File: config.mk
export PLATFORM = sky130hd
export DESIGN_NAME = mpu_irq_arb
export DESIGN_NICKNAME = d
export VERILOG_FILES = /design/src/rtl/mpu_irq_arb.sv
export SDC_FILE = /design/constraint.sdc
export NUM_CORES = 1
export LEC_CHECK = 0
export ABC_AREA = 1
export BUFFER_PORTS_ARGS = -buffer_cell sky130_fd_sc_hd__buf_4
export CORE_ASPECT_RATIO = 1.4
export CORE_MARGIN = 2
export CORE_UTILIZATION = 53
export CTS_CLUSTER_SIZE = 10
export DETAILED_ROUTE_END_ITERATION = 7
export GPL_TIMING_DRIVEN = 0
export PLACE_DENSITY_LB_ADDON = 0.3
export SETUP_SLACK_MARGIN = 0.2
export SYNTH_ARGS = -nofsm -noshare
export SYNTH_HDL_FRONTEND = slang
export SYNTH_SLANG_ARGS = --single-unit
File: constraint.sdc
create_clock -name sys_clk -period 5.5 [get_ports sys_clk]
set_input_delay 1.1 -clock sys_clk [delete_from_list [all_inputs] [get_ports sys_clk]]
set_output_delay 1.1 -clock sys_clk [all_outputs]
set_load 0.05 [all_outputs]
File: src/rtl/mpu_irq_arb.sv
// Interrupt arbiter between four MPUs and the host. It captures each MPU's payload,
// freezes that MPU, and presents pending events one at a time in round-robin order.
module mpu_irq_arb #(
  parameter int N  = 4,
  parameter int DW = 64
) (
  input  logic            sys_clk,
  input  logic            sys_rst,
  input  logic [N-1:0]    mpu_irq,
  input  logic [N*DW-1:0] mpu_data,
  output logic [N-1:0]    mpu_en,
  input  logic [N-1:0]    host_mask,
  output logic            host_irq,
  output logic [DW-1:0]   host_data,
  output logic [1:0]      host_src,
  input  logic            host_ack
);

  typedef enum logic {IDLE, PRESENT} state_t;

  state_t        state;
  logic [N-1:0]  pend;
  logic [N-1:0]  elig;
  logic [DW-1:0] slot [N];
  logic [1:0]    last;
  logic [1:0]    cur;
  logic [1:0]    pick;
  logic          pick_vld;

  assign mpu_en = ~pend;
  assign elig   = pend & ~host_mask;

  // Round-robin pick: first eligible source scanning upward from last+1, wrapping mod 4.
  always_comb begin
    // NOTE: every variable gets a default before the loop so no path infers a latch.
    pick     = '0;
    pick_vld = 1'b0;
    for (int k = 1; k <= N; k++) begin
      if (!pick_vld && elig[last + 2'(k)]) begin
        pick     = last + 2'(k);
        pick_vld = 1'b1;
      end
    end
  end

  // NOTE: payload slots have no reset; a slot is only read while its pend flag is set.
  always_ff @(posedge sys_clk) begin
    for (int i = 0; i < N; i++) begin
      if (mpu_irq[i] && !pend[i]) slot[i] <= mpu_data[i*DW +: DW];
    end
  end

  // NOTE: non-blocking assignments let capture and commit both act on pre-edge pend values.
  always_ff @(posedge sys_clk) begin
    if (sys_rst) begin
      state     <= IDLE;
      pend      <= '0;
      last      <= 2'd3;
      cur       <= '0;
      host_irq  <= 1'b0;
      host_data <= '0;
      host_src  <= '0;
    end else begin
      // An irq arriving while its flag is still set (including the ack cycle) is dropped.
      for (int i = 0; i < N; i++) begin
        if (mpu_irq[i] && !pend[i]) pend[i] <= 1'b1;
      end
      case (state)
        IDLE: begin
          if (pick_vld) begin
            cur       <= pick;
            host_src  <= pick;
            host_data <= slot[pick];
            host_irq  <= 1'b1;
            state     <= PRESENT;
          end
        end
        PRESENT: begin
          if (host_ack) begin
            pend[cur] <= 1'b0;
            host_irq  <= 1'b0;
            last      <= cur;
            state     <= IDLE;
          end
        end
        default: state <= IDLE;
      endcase
    end
  end

endmodule

==> Flow_metrics.wiki <==
{| class="wikitable"
! Metric !! Value
|-
| Outcome || finished clean
|-
| Number of input and output port buffers inserted || ~340
|-
| Global-route total usage across every layer || a little over a quarter
|-
| Share of Yosys cell area claimed by the top area cell type || a little under 60%
|-
| Detail-routed net length per standard cell || between 15 and 20 um
|-
| IR Drop Worst-Case VDD || 0.0004169 V
|-
| Number of setup violations in the final report || 0
|-
| Number of enable flip-flop cells after synthesis || 256
|-
| Die outline area || between 0.02 and 0.03 mm^2
|-
| Via-to-Cell Ratio || 5.095
|-
| I/O pin count || 338
|-
| Maximum number of pins on one net before global-route repair || 33
|-
| Clock tree from TritonCTS || built
|-
| Worst R2R Start || last[0]
|-
| Post-route clock period utilization || 49.76%
|-
| Number of clock sinks seen by CTS || between 300 and 400
|-
| Critical path origin || host_mask[3]
|-
| Worst clock skew || 14.22 ps
|-
| Unrepaired setup endpoints after global routing || no
|-
| Setup repair bufs after CTS || 0
|-
| Wire length of the first global-routing pass || about 53,000 um
|-
| Router iterations before antenna repair || 5
|-
| Number of violations reported at the end of detailed-routing iteration 0 || approximately 670
|-
| Number of register bits inferred by synthesis || 330
|-
| Worst reg2reg path endpoint || host_data[41]
|-
| Proportion of register bits with asynchronous set or reset after synthesis || 0%
|-
| Class of the tightest hold or removal check || reg -> reg
|-
| Antenna diode count || 0
|-
| Worst-Skew Late Latency || about 520 ps
|-
| Standby leakage power || between 7 and 8 nW
|-
| WL final || 35,870 um
|-
| Width of the die || between 100 and 150 um
|-
| Fraction of final layout cells sized beyond drive strength 1 || 26.14%
|-
| Net Count, Synth || about 1,500
|-
| Nets || about 1,900
|-
| Number of global-route vias before repair || about 10,000
|-
| Resize count post-CTS || 0
|-
| Number of instances in the synthesized netlist || between 1,000 and 1,500
|-
| Cell types occupying the most area after synthesis || sky130_fd_sc_hd__edfxtp_1, sky130_fd_sc_hd__dfxtp_1, sky130_fd_sc_hd__nor2_1, sky130_fd_sc_hd__inv_1, sky130_fd_sc_hd__nand2_1
|-
| Req. time, crit path || slightly below 6000 ps
|-
| Final estimated routing congestion in global placement || a little under 0.9
|-
| CP endpoint kind || flop
|-
| Critical path launch point type || input port
|-
| Effective utilization at floorplan || between 50% and 60%
|-
| Max Clk Rate || ~370 MHz
|-
| Max Transition Viols Final || 0
|-
| Overall Power || ~0.0081 W
|-
| Number of DRC violations after detailed routing || 0
|-
| Hold path start || host_irq
|-
| Row cnt || 68
|-
| Antenna Violating Nets Remaining || 0
|-
| Terminating pin of the worst hold path || host_irq
|-
| Number of different library cells in the post-synthesis netlist || 31
|-
| Critical path type || in -> reg
|-
| Clock-pin slew on the worst setup and hold paths || approximately 60 ps
|-
| H-Tree Depth || 2
|-
| Sum of overflow across all layers after global routing || 0
|-
| Max transition margin || between 50% and 60%
|-
| Reg-to-reg slack, setup || ~3000 ps
|-
| Vertical die dimension || between 150 and 200 um
|-
| Initial antenna violation count || 0
|-
| Slew @ Worst Pin || 674.0 ps
|-
| Power per Cell Area || around 460 mW/mm^2
|-
| Cell Area, Synth || approximately 0.013 mm^2
|-
| Final hold viol count || 0
|-
| Setup TNS || 0 ps
|-
| Sequential-to-total area share from yosys stat || 68.99%
|-
| Post-layout minimum cycle time || roughly 2700 ps
|-
| Maximum number of buffers from clock root to sink || 3
|-
| Hpwl dp || ~27,000 um
|-
| Biggest fanout along the worst timing path || 10
|-
| Worst hold path depth || 2
|-
| Placeable core region || roughly 0.025 mm^2
|-
| Area Growth Syn to Fin || 31.55%
|-
| Hold buffers post-CTS || 0
|-
| Number of buffers added by the clock tree synthesis step || 38
|-
| Worst Reg-to-Reg Cells || 15
|-
| Library cell with the largest summed area after synthesis || sky130_fd_sc_hd__edfxtp_1
|-
| Total number of yosys warnings || 0
|-
| Endpoint arrival time on the critical path || between 3000 and 4000 ps
|-
| Vias || 10,200
|-
| Average cell area after synthesis || between 10 and 15 um^2
|-
| Max capacitance violation total || 0
|-
| Top_reg_cell synth || sky130_fd_sc_hd__edfxtp_1
|-
| Clock Tree Root || sky130_fd_sc_hd__clkbuf_16
|}
-- cells in the mapped netlist (2+ instances only) --
library cell               count
sky130_fd_sc_hd__nand3_1      76
sky130_fd_sc_hd__buf_2        23
sky130_fd_sc_hd__o21ai_1      61
sky130_fd_sc_hd__inv_2         2
sky130_fd_sc_hd__nor3_1        2
sky130_fd_sc_hd__buf_6         3
sky130_fd_sc_hd__nand2_1     172
sky130_fd_sc_hd__nand2_2       5
sky130_fd_sc_hd__buf_4         8
sky130_fd_sc_hd__nor2_1      225
sky130_fd_sc_hd__clkbuf_1     25
sky130_fd_sc_hd__o211ai_1      2
sky130_fd_sc_hd__o21ai_0      73
sky130_fd_sc_hd__clkbuf_2      4
sky130_fd_sc_hd__buf_1         2
sky130_fd_sc_hd__a21oi_1       7
sky130_fd_sc_hd__inv_1       203
sky130_fd_sc_hd__nand4_1      42
sky130_fd_sc_hd__edfxtp_1    256
sky130_fd_sc_hd__dfxtp_1      74
-- area by class of cell --
class | instances | area, um^2
Fill cell | 1779 | 7191
Sequential cell | 330 | 9169
Multi-Input combinational cell | 675 | 3045
Tap cell | 315 | 394.1
Inverter | 206 | 775.7
Clock buffer | 66 | 1077
Clock inverter | 1 | 8.758
Buffer | 65 | 330.3
Timing Repair Buffer | 344 | 2683
-- metrics by stage --
step / hold slack [ps] / cells / worst slack, ps / util, % / cell area (um^2)
detailed placement: 495.8 / 1935 / 2267 / 66.46 / 16400
global placement: 476.8 / 1927 / -938.3 / 65.68 / 16210
floorplan: 511.1 / 1276 / 1169 / - / 13290
global route: 550.4 / 2002 / 2602 / 70.86 / 17480
finish: 505.6 / 2002 / 2763 / 70.86 / 17480
CTS: 508.8 / 2002 / 2803 / 70.86 / 17480
-- routing by layer --
layer  share of wire (%)  vias up  global-route usage (%)
met3                 8.9      105                   7.796
met1                  34     4660                   28.59
li1                    -     4958                       -
met2                  52      477                   48.93
met4                 4.6        0                   12.79
met5                   0        -                       0
-- placed cells by master (no fill, tap or decap) --
master / n
sky130_fd_sc_hd__and2_1: 1
sky130_fd_sc_hd__dfxtp_1: 74
sky130_fd_sc_hd__clkbuf_2: 4
sky130_fd_sc_hd__a211oi_1: 1
sky130_fd_sc_hd__buf_1: 2
sky130_fd_sc_hd__edfxtp_1: 256
sky130_fd_sc_hd__nand3_1: 76
sky130_fd_sc_hd__o211ai_1: 2
sky130_fd_sc_hd__o21ai_0: 73
sky130_fd_sc_hd__nand4_4: 1
sky130_fd_sc_hd__buf_2: 23
sky130_fd_sc_hd__nor3_2: 1
sky130_fd_sc_hd__nand3_2: 1
sky130_fd_sc_hd__o21ai_1: 61
sky130_fd_sc_hd__inv_4: 1
sky130_fd_sc_hd__nand2_1: 172
sky130_fd_sc_hd__inv_1: 203
sky130_fd_sc_hd__a31oi_1: 1
sky130_fd_sc_hd__nand4_1: 42
sky130_fd_sc_hd__nand3_4: 1
sky130_fd_sc_hd__clkbuf_16: 39
sky130_fd_sc_hd__a21oi_1: 7
sky130_fd_sc_hd__inv_2: 2
sky130_fd_sc_hd__nor2_1: 221
sky130_fd_sc_hd__nor2_4: 5
sky130_fd_sc_hd__a31oi_4: 1
sky130_fd_sc_hd__and2_4: 1
sky130_fd_sc_hd__clkbuf_1: 52
sky130_fd_sc_hd__buf_6: 3
sky130_fd_sc_hd__buf_4: 344
sky130_fd_sc_hd__inv_6: 1
sky130_fd_sc_hd__buf_12: 8
sky130_fd_sc_hd__nor3_1: 2
sky130_fd_sc_hd__nand2_2: 5
-- cells by family (layout without fill, tap and decap cells) --
group / after synthesis / after routing / synth area share [%]
AND/OR/NAND/NOR: 529 / 529 / 17.00
flip-flops: 330 / 330 / 68.99
AO/OA/AOI/OAI: 146 / 146 / 5.686
buffers and inverters: 271 / 682 / 8.322
-- flip-flops by register name (all words and copies together) (netlist names) --
register and cells:
host_data 64, cur 2, host_irq 1, pend 4
slot 256, state 1, last 2
-- critical path: stages --
cell,delay [ps]
sky130_fd_sc_hd__buf_4,110
sky130_fd_sc_hd__inv_1,60
sky130_fd_sc_hd__nand3_1,110
sky130_fd_sc_hd__nand3_1,110
sky130_fd_sc_hd__nand2_1,130
sky130_fd_sc_hd__nand2_1,140
sky130_fd_sc_hd__nand2_1,70
sky130_fd_sc_hd__nand2_2,190
sky130_fd_sc_hd__nand3_4,250
sky130_fd_sc_hd__buf_6,250
sky130_fd_sc_hd__buf_2,210
sky130_fd_sc_hd__nand2_1,90
sky130_fd_sc_hd__o21ai_0,120
sky130_fd_sc_hd__nor2_1,130
sky130_fd_sc_hd__nor2_1,60
-- power by group --
group	switching [W]	leakage, nW	internal, W
combinational	0.00188	4.40	0.000833
clock	0.000928	0.517	0.00132
sequential	0.000139	3.06	0.00301
total	0.00295	7.97	0.00516
-- worst max path at each step --
stage                                to  depth (start not counted)
after global routing      host_data[44]                         15
after CTS                 host_data[50]                         12
after global placement       slot[1][3]                          3
after detailed placement  host_data[50]                         12
final                     host_data[41]                         15
after floorplan              slot[1][0]                          2
Power figures use the tool's default switching activity.
